File: src/rtl/instr_fetch_unit_if.sv
// ---------------------------------------------------------------------------
// instr_fetch_unit_if
// Instruction-memory read bus between the fetch sequencer and the memory.
//   im_req    : one-cycle read request pulse (fetch unit -> memory)
//   im_addr   : read address, mirrors the fetch unit PC (fetch unit -> memory)
//   im_rdata  : returned instruction word, valid with im_valid (memory -> fetch unit)
//   im_valid  : read data valid, variable latency (memory -> fetch unit)
// Modports: master = fetch unit side, slave = memory side.
// ---------------------------------------------------------------------------
interface instr_fetch_unit_if #(
    parameter int ADDR_W = 8,
    parameter int DATA_W = 16
);
    logic              im_req;
    logic [ADDR_W-1:0] im_addr;
    logic [DATA_W-1:0] im_rdata;
    logic              im_valid;

    modport master (
        output im_req,
        output im_addr,
        input  im_rdata,
        input  im_valid
    );

    modport slave (
        input  im_req,
        input  im_addr,
        output im_rdata,
        output im_valid
    );
endinterface

File: src/rtl/instr_fetch_unit.sv
// ---------------------------------------------------------------------------
// instr_fetch_unit
// Fetch sequencer upstream of the instruction register. A fetch request issues
// the PC to instruction memory, waits for the variable-latency returned word,
// presents it to the IR with a one-cycle write strobe and advances the PC.
// Jumps load the PC while idle; a memory that never answers trips a sticky
// timeout flag.
// Ports:
//   clk         : system clock, rising edge
//   rst_n       : asynchronous active-low reset
//   i_fetch     : fetch request, sampled in IDLE only
//   i_jump      : load PC from i_jump_addr, sampled in IDLE only
//   i_jump_addr : jump target
//   im_bus      : instruction-memory bus (master side)
//   o_ir_data   : registered instruction word to the IR input bus
//   o_ir_wr     : IR write strobe, one-cycle pulse
//   o_busy      : high in any state other than IDLE
//   o_done      : one-cycle pulse coincident with o_ir_wr
//   o_err       : sticky timeout flag, cleared by the next accepted fetch
//   o_pc        : current PC
// ---------------------------------------------------------------------------
module instr_fetch_unit #(
    parameter int                ADDR_W   = 8,
    parameter int                DATA_W   = 16,
    parameter logic [ADDR_W-1:0] RESET_PC = '0,
    parameter int                TIMEOUT  = 15
) (
    input  logic                    clk,
    input  logic                    rst_n,
    input  logic                    i_fetch,
    input  logic                    i_jump,
    input  logic [ADDR_W-1:0]       i_jump_addr,
    instr_fetch_unit_if.master      im_bus,
    output logic [DATA_W-1:0]       o_ir_data,
    output logic                    o_ir_wr,
    output logic                    o_busy,
    output logic                    o_done,
    output logic                    o_err,
    output logic [ADDR_W-1:0]       o_pc
);

    localparam int CNT_W = (TIMEOUT < 2) ? 1 : $clog2(TIMEOUT + 1);
    // Counter value seen on the TIMEOUT-th consecutive WAIT cycle.
    localparam logic [CNT_W-1:0] LAST_WAIT = CNT_W'(TIMEOUT - 1);

    typedef enum logic [1:0] {
        IDLE = 2'd0,
        REQ  = 2'd1,
        WAIT = 2'd2,
        LOAD = 2'd3
    } state_t;

    state_t            r_state;
    logic [ADDR_W-1:0] r_pc;
    logic [DATA_W-1:0] r_ir_data;
    logic [CNT_W-1:0]  r_wait_cnt;
    logic              r_im_req;
    logic              r_ir_wr;
    logic              r_done;
    logic              r_busy;
    logic              r_err;

    // Strobes and busy are registered alongside the state transition so each
    // one is high exactly while the FSM sits in the corresponding state.
    always_ff @(posedge clk or negedge rst_n) begin
        if (!rst_n) begin
            r_state    <= IDLE;
            r_pc       <= RESET_PC;
            r_ir_data  <= '0;
            r_wait_cnt <= '0;
            r_im_req   <= 1'b0;
            r_ir_wr    <= 1'b0;
            r_done     <= 1'b0;
            r_busy     <= 1'b0;
            r_err      <= 1'b0;
        end else begin
            r_im_req <= 1'b0;
            r_ir_wr  <= 1'b0;
            r_done   <= 1'b0;
            case (r_state)
                IDLE: begin
                    // The jump target lands in r_pc at the same edge that
                    // enters REQ, so a combined jump+fetch reads jump_addr.
                    if (i_jump) begin
                        r_pc <= i_jump_addr;
                    end
                    if (i_fetch) begin
                        r_state  <= REQ;
                        r_err    <= 1'b0;
                        r_im_req <= 1'b1;
                        r_busy   <= 1'b1;
                    end
                end
                REQ: begin
                    r_wait_cnt <= '0;
                    r_state    <= WAIT;
                end
                WAIT: begin
                    // Valid is checked first so it wins on the last WAIT cycle.
                    if (im_bus.im_valid) begin
                        r_ir_data <= im_bus.im_rdata;
                        r_state   <= LOAD;
                        r_ir_wr   <= 1'b1;
                        r_done    <= 1'b1;
                    end else begin
                        r_wait_cnt <= r_wait_cnt + CNT_W'(1);
                        if (r_wait_cnt == LAST_WAIT) begin
                            r_err   <= 1'b1;
                            r_busy  <= 1'b0;
                            r_state <= IDLE;
                        end
                    end
                end
                LOAD: begin
                    r_pc    <= r_pc + ADDR_W'(1);
                    r_busy  <= 1'b0;
                    r_state <= IDLE;
                end
                default: begin
                    r_busy  <= 1'b0;
                    r_state <= IDLE;
                end
            endcase
        end
    end

    assign im_bus.im_req  = r_im_req;
    assign im_bus.im_addr = r_pc;
    assign o_ir_data      = r_ir_data;
    assign o_ir_wr        = r_ir_wr;
    assign o_busy         = r_busy;
    assign o_done         = r_done;
    assign o_err          = r_err;
    assign o_pc           = r_pc;

endmodule
File: src/flat_wrapper.sv
// flat-port wrapper written by rule: the top's interface ports become plain ports
module instr_fetch_unit_flat 
#(
    parameter int                ADDR_W   = 8,
    parameter int                DATA_W   = 16,
    parameter logic [ADDR_W-1:0] RESET_PC = '0,
    parameter int                TIMEOUT  = 15
)
  (clk, rst_n, i_fetch, i_jump, i_jump_addr, o_ir_data, o_ir_wr, o_busy, o_done, o_err, o_pc, im_bus_im_req, im_bus_im_addr, im_bus_im_rdata, im_bus_im_valid);
  instr_fetch_unit_if #(.ADDR_W(ADDR_W), .DATA_W(DATA_W)) im_bus_i ();
  input  logic clk;
  input  logic rst_n;
  input  logic i_fetch;
  input  logic i_jump;
  input  logic [ADDR_W-1:0] i_jump_addr;
  output logic [DATA_W-1:0] o_ir_data;
  output logic o_ir_wr;
  output logic o_busy;
  output logic o_done;
  output logic o_err;
  output logic [ADDR_W-1:0] o_pc;
  output wire logic [$bits(im_bus_i.im_req)-1:0] im_bus_im_req;
  output wire logic [$bits(im_bus_i.im_addr)-1:0] im_bus_im_addr;
  input wire logic [$bits(im_bus_i.im_rdata)-1:0] im_bus_im_rdata;
  input wire logic [$bits(im_bus_i.im_valid)-1:0] im_bus_im_valid;
  assign im_bus_im_req = im_bus_i.im_req;
  assign im_bus_im_addr = im_bus_i.im_addr;
  assign im_bus_i.im_rdata = im_bus_im_rdata;
  assign im_bus_i.im_valid = im_bus_im_valid;
  instr_fetch_unit #(.ADDR_W(ADDR_W), .DATA_W(DATA_W), .RESET_PC(RESET_PC), .TIMEOUT(TIMEOUT)) u_core (.clk(clk), .rst_n(rst_n), .i_fetch(i_fetch), .i_jump(i_jump), .i_jump_addr(i_jump_addr), .im_bus(im_bus_i), .o_ir_data(o_ir_data), .o_ir_wr(o_ir_wr), .o_busy(o_busy), .o_done(o_done), .o_err(o_err), .o_pc(o_pc));
endmodule
File: config.mk
export PLATFORM = sky130hd
export DESIGN_NAME = instr_fetch_unit_flat
export DESIGN_NICKNAME = d
export VERILOG_FILES = /design/src/rtl/instr_fetch_unit_if.sv /design/src/rtl/instr_fetch_unit.sv /design/src/flat_wrapper.sv
export SDC_FILE = /design/constraint.sdc
export NUM_CORES = 1
export LEC_CHECK = 0
export CAP_MARGIN = 20
export CORE_AREA = 2 2 65 67
export DETAILED_ROUTE_END_ITERATION = 10
export DIE_AREA = 0 0 67 69
export HOLD_SLACK_MARGIN = 0.06
export PLACE_DENSITY = 0.83
export SYNTH_ARGS = -nofsm -noshare
export SYNTH_HDL_FRONTEND = slang
export SYNTH_SLANG_ARGS = --single-unit
File: constraint.sdc
create_clock -name clk -period 1.7 [get_ports clk]
set_input_delay 0.34 -clock clk [delete_from_list [all_inputs] [get_ports clk]]
set_output_delay 0.34 -clock clk [all_outputs]
set_load 0.02 [all_outputs]
* Yosys cells after proc, flatten, opt, wreduce, memory -nomap -nowiden
Index checks and enable logic that the tools add are counted.
Storage, ports and cells: output and inout bits 37, word-level logic and storage cells 50, register bits 34, input bits 29
Operators by class: $add $sub $neg 2, muxes and demuxes 20, equality and inequality tests 9, reduce and logical (&&, ||, !) cells 11
Operators with widths (number):
- case mux 8 bit (2 select lines) | 1
- 2-to-1 mux 1 bit | 10
- adder 8 x 1 -> 8 bit, second input constant | 1
- 2-to-1 mux 8 bit | 1
- case mux 2 bit (4 select lines) | 1
- case mux 4 bit (2 select lines) | 1
- AND reduction 2 bit | 4
- AND reduction 4 bit | 2
- 2-to-1 mux 2 bit | 3
- != test 2 bit, second input constant | 3
- nonzero test 2 bit | 3
- adder 4 x 1 -> 4 bit, second input constant | 1
- == test 2 bit, second input constant | 2
- == test 4 bit, second input constant | 1
- 2-to-1 mux 4 bit | 1
- != test 3 x 2 -> 1 bit, second input constant | 1
- case mux 1 bit (3 select lines) | 1
- nonzero test 3 bit | 1
- == test 2 x 1 -> 1 bit, second input constant | 1
- zero test 2 bit | 1
- != test 2 x 1 -> 1 bit, second input constant | 1
- case mux 1 bit (2 select lines) | 1

* Logic depth before layout (Yosys ltp)
Gate-level depths: netlist (run 1).
depth after elaboration 4, depth in mapped cells 6

* Least setup slack after synthesis (run 1)
Ideal clock, no wire load.
path kind register to register, from register u_core.r_state[0], to register u_core.r_pc[2], in the netlist u_core.im_bus.im_addr[2], path slack 0.180 ns, path buffers 2, data required time 1.574 ns, clock period less this slack 1.520 ns, cell stages (with the launch flop) 7, library setup time 0.126 ns, arrival time 1.394 ns, cells stage by stage dfrtp_1 > buf_6 > or3b_1 > buf_6 > nand2_8 > o21ai_2 > a221o_1
Between the ends: cells in the longest elaborated chain, start to end 3
RTL lines:
- start, declared | line instr_fetch_unit.sv:53 | state_t r_state;
- start signal, assigned | line instr_fetch_unit.sv:67 | r_state <= IDLE;
- start signal, assigned | line instr_fetch_unit.sv:88 | r_state <= REQ;
- start signal, assigned | line instr_fetch_unit.sv:96 | r_state <= WAIT;
- == test 2 bit or zero test 2 bit (tied branches) | line instr_fetch_unit.sv:80 | case (r_state)
- nonzero test 2 bit (no line) or != test 2 bit (tied branches)
- AND reduction 2 bit (no line)
- end signal, assigned | line instr_fetch_unit.sv:85 | r_pc <= i_jump_addr;
- end signal, assigned | line instr_fetch_unit.sv:115 | r_pc <= r_pc + ADDR_W'(1);
- end, declared | line instr_fetch_unit.sv:54 | logic [ADDR_W-1:0] r_pc;
Several ways; a longest one is shown, not always the timed one. A chain may end at the register's enable or synchronous reset.

* Worst setup path after layout (run 1)
from register u_core.r_pc[6], in the netlist u_core.im_bus.im_addr[6], to output o_pc[6]
RTL lines:
- end, declared | line flat_wrapper.sv:21 | output logic [ADDR_W-1:0] o_pc;
No word-level cell between the ends.

==> results of run 1 <==
-- cells by family (layout without fill, tap and decap cells) --
logic type	after synthesis	count (layout)	share of synthesized area
adders and majority gates	3	3	0.0227
and+or+nand+nor	46	46	0.151
DFF	34	34	0.515
buffers and inverters	23	86	0.0833
muxes	16	16	0.109
AOI/OAI and AO/OA	30	30	0.120
-- per-layer routing --
layer | vias up | share of wire | global-route usage
li1 | 659 | - | -
met1 | 680 | 0.41 | 0.197
met2 | 59 | 0.51 | 0.284
met3 | 4 | 0.070 | 0.0538
met4 | 0 | 0.0088 | 0.0522
met5 | - | 0 | 0
-- metrics by stage --
step                hold WS, ns  cell area [um^2]  power, mW  setup TNS, ns
floorplan                0.0444              1650       3.01              0
global placement          0.486              2320       3.96         -0.654
detailed placement        0.495              2320       4.04         -0.836
CTS                       0.489              2420       4.72              0
global route              0.508              2430       4.96              0
finish                    0.467              2430       4.67              0
-- Yosys cell counts, types with 2 or more instances --
cell	n	area share
nand2_1	17	0.039
inv_1	7	0.016
buf_2	2	0.0061
buf_6	2	0.014
a21o_1	2	0.0091
dfrtp_1	34	0.51
o32ai_1	2	0.011
clkbuf_1	3	0.0068
nand3_1	5	0.015
o221a_2	2	0.014
nor2_1	6	0.014
and3_1	2	0.0076
mux2_2	16	0.11
ha_1	3	0.023
o21ai_0	7	0.021
nand4b_1	2	0.011
buf_4	9	0.041
a21oi_1	10	0.030
nor3_1	5	0.015
-- flip-flops by register name (all words and copies together) (netlist names) --
signal / count
u_core.o_ir_data: 16
u_core.im_bus.im_addr: 8
u_core.im_bus.im_req: 1
u_core.o_err: 1
u_core.r_wait_cnt: 4
u_core.o_ir_wr: 1
u_core.o_busy: 1
u_core.r_state: 2
-- power by group --
group | switching, mW | total [mW] | internal [mW] | leakage, nW
combinational | 1.25 | 2.44 | 1.18 | 0.622
sequential | 0.301 | 1.48 | 1.18 | 0.408
clock | 0.278 | 0.747 | 0.469 | 0.0573
total | 1.83 | 4.67 | 2.83 | 1.09
-- final cells by class --
| cell class | instances | area, um^2 |
|---|---|---|
| Fill cell | 345 | 1480 |
| Sequential cell | 34 | 851 |
| Timing Repair Buffer | 72 | 716 |
| Clock buffer | 6 | 82.6 |
| Tap cell | 50 | 62.6 |
| Inverter | 7 | 26.3 |
| Multi-Input combinational cell | 95 | 664 |
| Clock inverter | 1 | 30.0 |
-- what timing repair did --
action / in CTS / in global routing
gates resized for setup: 10 / 5
setup endpoints to repair: 10 / 6
buffers inserted: 0 / 0
-- how the worst max path moves through the flow --
stage | from | to | slack, ns
final | u_core.im_bus.im_addr[6] | o_pc[6] | 0.03
after CTS | u_core.im_bus.im_addr[6] | o_pc[6] | 0.02
after global routing | u_core.im_bus.im_addr[6] | o_pc[6] | 0.0007
after global placement | i_jump | u_core.im_bus.im_addr[6] | -0.13
after floorplan | u_core.r_state[0] | u_core.im_bus.im_addr[2] | 0.18
after detailed placement | i_jump | u_core.im_bus.im_addr[6] | -0.17
==> impl_metrics.csv, run 1 <==
group,metric,value,unit
synthesis,avgSynthCellArea,10.9,um^2
setup_path,cp-end-kind,"primary output",
synthesis,synthesis.area,1650,um^2
floorplan,dieArea,4620,um^2
timing,hold_viol,0,
synthesis,synth_cells,152,
floorplan,io_pins,66,
timing,rsz0062_at_grt,"no",
global_routing,grt_use_total,0.167,
synthesis,ys_warn_count,0,
clock_tree,numCtsBuffers,5,
global_routing,grt-ovfl-total,0,
timing,fin_crit_sh,0.979,
power,powerDensity,1920,nW/um^2
synthesis,synth_enable_flop_cells,0,
setup_path,critPathKind,"register to primary output",
clock_tree,htree_levels,2,
setup_path,crit_path_max_incr_delay,0.63,ns
clock_tree,root_buffer,"clkbuf_8",
floorplan,chipHeight,69,um
place,post-place-ws,-0.172,ns
setup_path,reg2reg_from,"u_core.im_bus.im_addr[0]",
setup_path,worstPathCellList,"clkdlybuf4s50_1",
timing,setup_viol,0,
drt,first_pass_iters,4,
setup_path,rrSetupSlack,0.18,ns
setup_path,critPathArrivalTime,1.33,ns
clock_tree,path_clk_slew,0.07,ns
drt,detail_route.vias_per_cell,5.29,
layout,drive_gt1_frac,0.167,
run_status,status,"finished clean",
flow_run,drv_cap,0,
timing,slew_headroom,0.717,
global_routing,grt_max_degree,35,
setup_path,required,1.36,ns
layout,final_cell_mix,"clkdlybuf4s50_1 (50), dfrtp_1 (34), nand2_1 (17)",
setup_path,cp_slowest_cell,"clkdlybuf4s50_1",
synthesis,syn_nets,184,
floorplan,core-area,3910,um^2
drt,drc,0,
setup_path,crit_cells,1,
min_path,hp-class,"input pin to asynchronous set/reset pin",
place,dp_hpwl,2660,um
layout,final_nets,247,
timing,fmax,0.601,GHz
floorplan,initial_core_util,0.422,
setup_path,critPathBufInv,1,
setup_path,path_delay_family,"buffers and inverters",
place,gp_congestion,0.824,
timing,period_needed,1.67,ns
clock_tree,worst_skew_pair.late_latency,0.28,ns
timing,fin_worst_skew,0.00891,ns
drt,drtIter0Drc,124,
timing,maxSlewViolCount,0,
timing,tightest_slew,0.424,ns
floorplan,die_w,67,um
drt,wirelength,3730,um
setup_path,crit_fanout,5,
drt,via_count,1402,
synthesis,async_reset_ff_frac,1.00,
clock_tree,holdBufCountCts,0,
layout,syn2layout_area_growth,47.2,%
drt,wire_per_inst,14.1,um
floorplan,rows,23,
power,worst_ir_drop_vdd,0.000833,V
global_routing,grt_pass1_vias,1370,
timing,postLayoutSetupSlackWorst,0.0349,ns
clock_tree,cts_num_sinks,34,
global_routing,grt_antenna_before_repair,0,
clock_tree,tritoncts,"built",
power,leakage,1.09,nW
clock_tree,clockBufferDepth,2,
layout,fin_util,0.621,
place,dp.cells,258,
drt,ant_nets,0,
setup_path,ff2ff_path_depth,5,
layout,fin_cells,265,
global_routing,grt_pass1_wl,5980,um
synthesis,synth_seq_cells,34,
synthesis,ys_types,35,
layout,final_common_cell,"clkdlybuf4s50_1",
place,portBuffers,65,
synthesis,ys_seq_area_frac,0.515,
setup_path,start_kind,"register",
layout,diodes,0,
synthesis,synth-main-ff-cell,"dfrtp_1",
setup_path,rr_endpoint,"u_core.im_bus.im_addr[6]",
Note: power is estimated with default switching activity, not from simulation.
==> inputs of run 2 (changes only) <==
--- a/config.mk
+++ b/config.mk
@@ -6,9 +6,11 @@
 export NUM_CORES = 1
 export LEC_CHECK = 0
 export CAP_MARGIN = 20
-export CORE_AREA = 2 2 65 67
+export CELL_PAD_IN_SITES_DETAIL_PLACEMENT = 1
+export CELL_PAD_IN_SITES_GLOBAL_PLACEMENT = 1
+export CORE_AREA = 2 2 75 77
 export DETAILED_ROUTE_END_ITERATION = 10
-export DIE_AREA = 0 0 67 69
+export DIE_AREA = 0 0 77 79
 export HOLD_SLACK_MARGIN = 0.06
 export PLACE_DENSITY = 0.83
 export SYNTH_ARGS = -nofsm -noshare
==> run 2 against run 1 <==
Final cell count rose by 9.8%. Sequential share of layout area is 0.58 points lower. Clock skew grew 0.00065 ns. First-iteration DRC count decreased by 89%. Utilization shrank 16 points. Hold slack improved by 0.041 ns. Critical path type unchanged. Largest cell class unchanged. Largest power group unchanged.
==> impl_metrics.csv, run 2 (synthesis results as in run 1) <==
group,metric,value,unit
clock_tree,tritoncts,"built",
place,portBuffers,65,
layout,final_common_cell,"clkdlybuf4s50_1",
timing,postLayoutSetupSlackWorst,0.0490,ns
setup_path,cp_slowest_cell,"clkdlybuf4s50_1",
place,gp_congestion,0.781,
drt,wirelength,4110,um
clock_tree,cts_setup_buffers,0,
floorplan,die_w,77,um
global_routing,grt_use_total,0.143,
setup_path,cp-end-kind,"primary output",
timing,fin_hold_ws,0.508,ns
clock_tree,numCtsBuffers,5,
timing,fin_worst_skew,0.00956,ns
place,placed_area,2360,um^2
floorplan,initial_core_util,0.310,
timing,maxSlewViolCount,0,
clock_tree,cts_num_sinks,34,
layout,final_cell_mix,"clkdlybuf4s50_1 (52), dfrtp_1 (34), nand2_1 (17)",
setup_path,critPathKind,"register to primary output",
place,dp_hpwl,3130,um
run_status,status,"finished clean",
power,power,4.72,mW
layout,final_nets,250,
setup_path,critPathArrivalTime,1.31,ns
clock_tree,root_buffer,"clkbuf_8",
global_routing,grt_pass1_vias,1445,
timing,setup_viol,0,
layout,fin_util,0.463,
layout,largest_reg_flops,16,
setup_path,start_kind,"register",
power,powerDensity,1910,nW/um^2
drt,detail_route.vias_per_cell,4.82,
place,post-place-ws,-0.190,ns
floorplan,dieArea,6080,um^2
global_routing,grt_max_degree,21,
clock_tree,worst_skew_pair.late_latency,0.28,ns
timing,hold_viol,0,
clock_tree,htree_levels,2,
global_routing,grt_antenna_before_repair,0,
setup_path,worstPathCellList,"clkdlybuf4s50_1",
power,leakage,1.09,nW
floorplan,core-area,5340,um^2
setup_path,required,1.36,ns
timing,rsz0062_at_grt,"no",
floorplan,rows,27,
drt,via_count,1404,
floorplan,io_pins,66,
flow_run,drv_cap,0,
global_routing,grt_pass1_wl,7000,um
timing,fmax,0.606,GHz
timing,tightest_slew,0.461,ns
drt,drc,0,
global_routing,grt-ovfl-total,0,
layout,diodes,0,
drt,first_pass_iters,4,
setup_path,path_delay_family,"buffers and inverters",
floorplan,chipHeight,79,um
clock_tree,path_clk_slew,0.07,ns
setup_path,crit_path_max_incr_delay,0.62,ns
power,worst_ir_drop_vdd,0.00105,V
timing,fin_crit_sh,0.971,
timing,period_needed,1.65,ns
min_path,hp-class,"register to register",
drt,wire_per_inst,14.1,um
drt,ant_nets,0,
timing,slew_headroom,0.693,
clock_tree,clockBufferDepth,2,
setup_path,critPathBufInv,1,
drt,drtIter0Drc,14,
layout,drive_gt1_frac,0.174,
setup_path,crit_fanout,5,
layout,syn2layout_area_growth,49.7,%
layout,stdcell_area,2470,um^2
-- run 2: cell type report --
| cell class | instances | area, um^2 |
|---|---|---|
| inverter | 7 | 26.3 |
| multi-input combinational | 95 | 664 |
| sequential | 34 | 851 |
| tap | 72 | 90.1 |
| timing repair buffer | 75 | 736 |
| clock buffer | 7 | 76.3 |
| fill | 610 | 2860 |
| clock inverter | 1 | 30.0 |
-- run 2: final timing paths --
path	startpoint	endpoint	slack, ns	cells after the start
setup / recovery	u_core.im_bus.im_addr[4]	im_bus_im_addr[4]	0.05	1
hold reg to reg	u_core.o_ir_data[1]	u_core.o_ir_data[1]	0.51	1
max in group asynchronous	rst_n	u_core.o_err	0.56	3
hold / removal	u_core.o_ir_data[1]	u_core.o_ir_data[1]	0.51	1
min in group asynchronous	rst_n	u_core.im_bus.im_addr[3]	0.55	2
setup reg to reg	u_core.im_bus.im_addr[0]	u_core.im_bus.im_addr[6]	0.19	5
-- run 2: power breakdown --
part | total, mW | switching [mW] | internal (mW)
Sequential | 1.47 | 0.289 | 1.18
Combinational | 2.54 | 1.31 | 1.23
Clock | 0.712 | 0.273 | 0.439
Total | 4.72 | 1.87 | 2.85
-- run 2: per-stage QoR --
step | cells | setup TNS, ns
4_1_cts | 291 | 0
3_5_place_dp | 282 | -1.07
5_1_grt | 291 | 0
3_3_place_gp | 282 | -0.676
6_report | 291 | 0
2_1_floorplan | 152 | 0
-- run 2: timing repair --
item / 4_1_cts / 5_1_grt
endpoints found under the setup margin: 8 / 6
resized for setup: 8 / 4
hold buffers: 1 / 0
hold endpoints to repair: 19 / 0
-- run 2: routing by layer --
metal	share of wire	GRT usage	vias up
li1	-	-	657
met1	0.43	0.184	692
met2	0.49	0.245	51
met3	0.069	0.0386	4
met4	0.0041	0.0268	0
met5	0	0	-
-- run 2: worst register-to-register path, delay by kind of cell (launching register included) --
kind / cells / cell delay [ns]
simple gates: 1 / 0.23
compound gates: 3 / 0.45
flops: 1 / 0.44
fa+ha+maj: 1 / 0.27
==> inputs of run 3 (changes only) <==
--- a/config.mk
+++ b/config.mk
@@ -8,11 +8,12 @@
 export CAP_MARGIN = 20
 export CELL_PAD_IN_SITES_DETAIL_PLACEMENT = 1
 export CELL_PAD_IN_SITES_GLOBAL_PLACEMENT = 1
-export CORE_AREA = 2 2 75 77
+export CORE_AREA = 2 2 63 65
 export DETAILED_ROUTE_END_ITERATION = 10
-export DIE_AREA = 0 0 77 79
+export DIE_AREA = 0 0 65 67
+export DONT_BUFFER_PORTS = 1
 export HOLD_SLACK_MARGIN = 0.06
-export PLACE_DENSITY = 0.83
+export PLACE_DENSITY = 0.81
 export SYNTH_ARGS = -nofsm -noshare
 export SYNTH_HDL_FRONTEND = slang
 export SYNTH_SLANG_ARGS = --single-unit
==> run 3 against run 2 <==
Combinational power is 41% lower. First-iteration DRC count grew to 3.0 times the previous value. Design area is 27% lower. Largest cell class unchanged. Maximum frequency is 2.1% higher. Routed wire length is 8.9% lower. Clock power is 14% lower. Global-route usage is 3.7 points higher. Via count is 17% lower. Count of clock-buffer cells in the layout is 1 lower. Largest power group is now sequential cells.
==> impl_metrics.csv, run 3 (synthesis results as in run 1) <==
group,metric,value,unit
global_routing,grt_antenna_before_repair,0,
setup_path,path_delay_family,"simple AND/OR/NAND/NOR gates",
place,post-place-ws,0.0811,ns
timing,slew_headroom,0.685,
flow_run,drv_cap,0,
floorplan,io_pins,66,
setup_path,critPathBufInv,0,
global_routing,grt_use_total,0.180,
global_routing,grt_pass1_vias,1226,
timing,fin_worst_skew,0.00377,ns
global_routing,grt_pass1_wl,5870,um
floorplan,initial_core_util,0.458,
clock_tree,numCtsBuffers,5,
clock_tree,path_clk_slew,0.07,ns
place,portBuffers,0,
layout,syn2layout_area_growth,9.46,%
setup_path,critPathKind,"register to register",
drt,wire_per_inst,18.4,um
timing,tightest_slew,0.473,ns
drt,drtIter0Drc,42,
timing,setup_viol,0,
timing,fmax,0.619,GHz
layout,final_nets,187,
layout,regArea,851,um^2
setup_path,crit_fanout,9,
timing,postLayoutSetupSlackWorst,0.0834,ns
setup_path,cp_slowest_cell,"or3b_1",
layout,drive_gt1_frac,0.263,
drt,drc,0,
layout,multi_input_area,672,um^2
setup_path,worstPathCellList,"or3b_1, nand2_8, o21ai_2, a221o_1",
timing,maxSlewViolCount,0,
power,leakage,0.803,nW
floorplan,die_w,65,um
timing,period_needed,1.62,ns
timing,fin_crit_sh,0.951,
setup_path,crit_path_max_incr_delay,0.59,ns
place,dp_hpwl,2770,um
clock_tree,root_buffer,"clkbuf_8",
timing,setup-tns-final,0,ns
floorplan,chipHeight,67,um
clock_tree,clockBufferDepth,2,
floorplan,core-area,3610,um^2
clock_tree,tritoncts,"built",
clock_tree,htree_levels,2,
setup_path,required,1.86,ns
global_routing,grt-ovfl-total,0,
drt,ant_nets,0,
power,power,3.91,mW
floorplan,dieArea,4360,um^2
floorplan,rows,22,
layout,final_cell_mix,"dfrtp_1 (34), nand2_1 (17), mux2_2 (16)",
power,worst_ir_drop_vdd,0.000810,V
drt,via_count,1163,
clock_tree,cts_setup_buffers,0,
layout,final_common_cell,"dfrtp_1",
drt,detail_route.vias_per_cell,5.70,
drt,first_pass_iters,4,
run_status,status,"finished clean",
layout,largest_reg_flops,16,
layout,fillers,393,
drt,wirelength,3750,um
global_routing,grt_max_degree,35,
timing,hold_viol,0,
setup_path,cp-end-kind,"register",
clock_tree,cts_num_sinks,34,
layout,diodes,0,
clock_tree,worst_skew_pair.late_latency,0.28,ns
power,powerDensity,2160,nW/um^2
layout,fin_util,0.502,
setup_path,critPathArrivalTime,1.78,ns
min_path,hp-class,"input pin to register",
timing,rsz0062_at_grt,"no",
setup_path,start_kind,"register",
place,gp_congestion,0.748,
## run 3: final timing paths
kind,end,depth (start not counted),slack (ns),from
max,u_core.im_bus.im_addr[2],4,0.08,u_core.r_state[0]
min,u_core.im_bus.im_addr[3],2,0.19,i_jump_addr[3]
max reg2reg,u_core.im_bus.im_addr[2],4,0.08,u_core.r_state[0]
min reg2reg,u_core.r_wait_cnt[1],2,0.58,u_core.r_wait_cnt[1]
max in group asynchronous,u_core.o_busy,2,0.98,rst_n
min in group asynchronous,u_core.im_bus.im_addr[5],2,0.54,rst_n
## run 3: power breakdown
group / total (mW) / internal, mW / switching [mW]
clock: 0.614 / 0.325 / 0.289
combinational: 1.49 / 0.602 / 0.884
sequential: 1.81 / 1.18 / 0.635
## run 3: through the flow
step / hold slack, ns / area (um^2) / instances
after floorplan: 0.0444 / 1650 / 152
after global placement: 0.0452 / 1680 / 194
after detailed placement: 0.0452 / 1680 / 194
after CTS: 0.180 / 1800 / 204
after global routing: 0.196 / 1810 / 204
final: 0.189 / 1810 / 204
## run 3: metal layers
layer | wire (um) | global-route usage | vias up
li1 | - | - | 535
met3 | 196 | 0.0490 | 5
met5 | 0 | 0 | -
met1 | 1440 | 0.196 | 593
met2 | 2080 | 0.336 | 30
met4 | 35 | 0.0559 | 0
## run 3: timing repair
action                                  CTS  global route
hold buffers                              2             0
resized for setup                         0             1
endpoints found under the hold margin    34             0
endpoints found under the setup margin    0            16
## run 3: layout make-up
type,count,share of cell area
repair buffers,12,0.0581
inverters,7,0.0145
well taps,48,0.0332
clock inverters,2,0.00692
multi-input cells,95,0.371
flip-flops and latches,34,0.470
clock buffers,6,0.0456
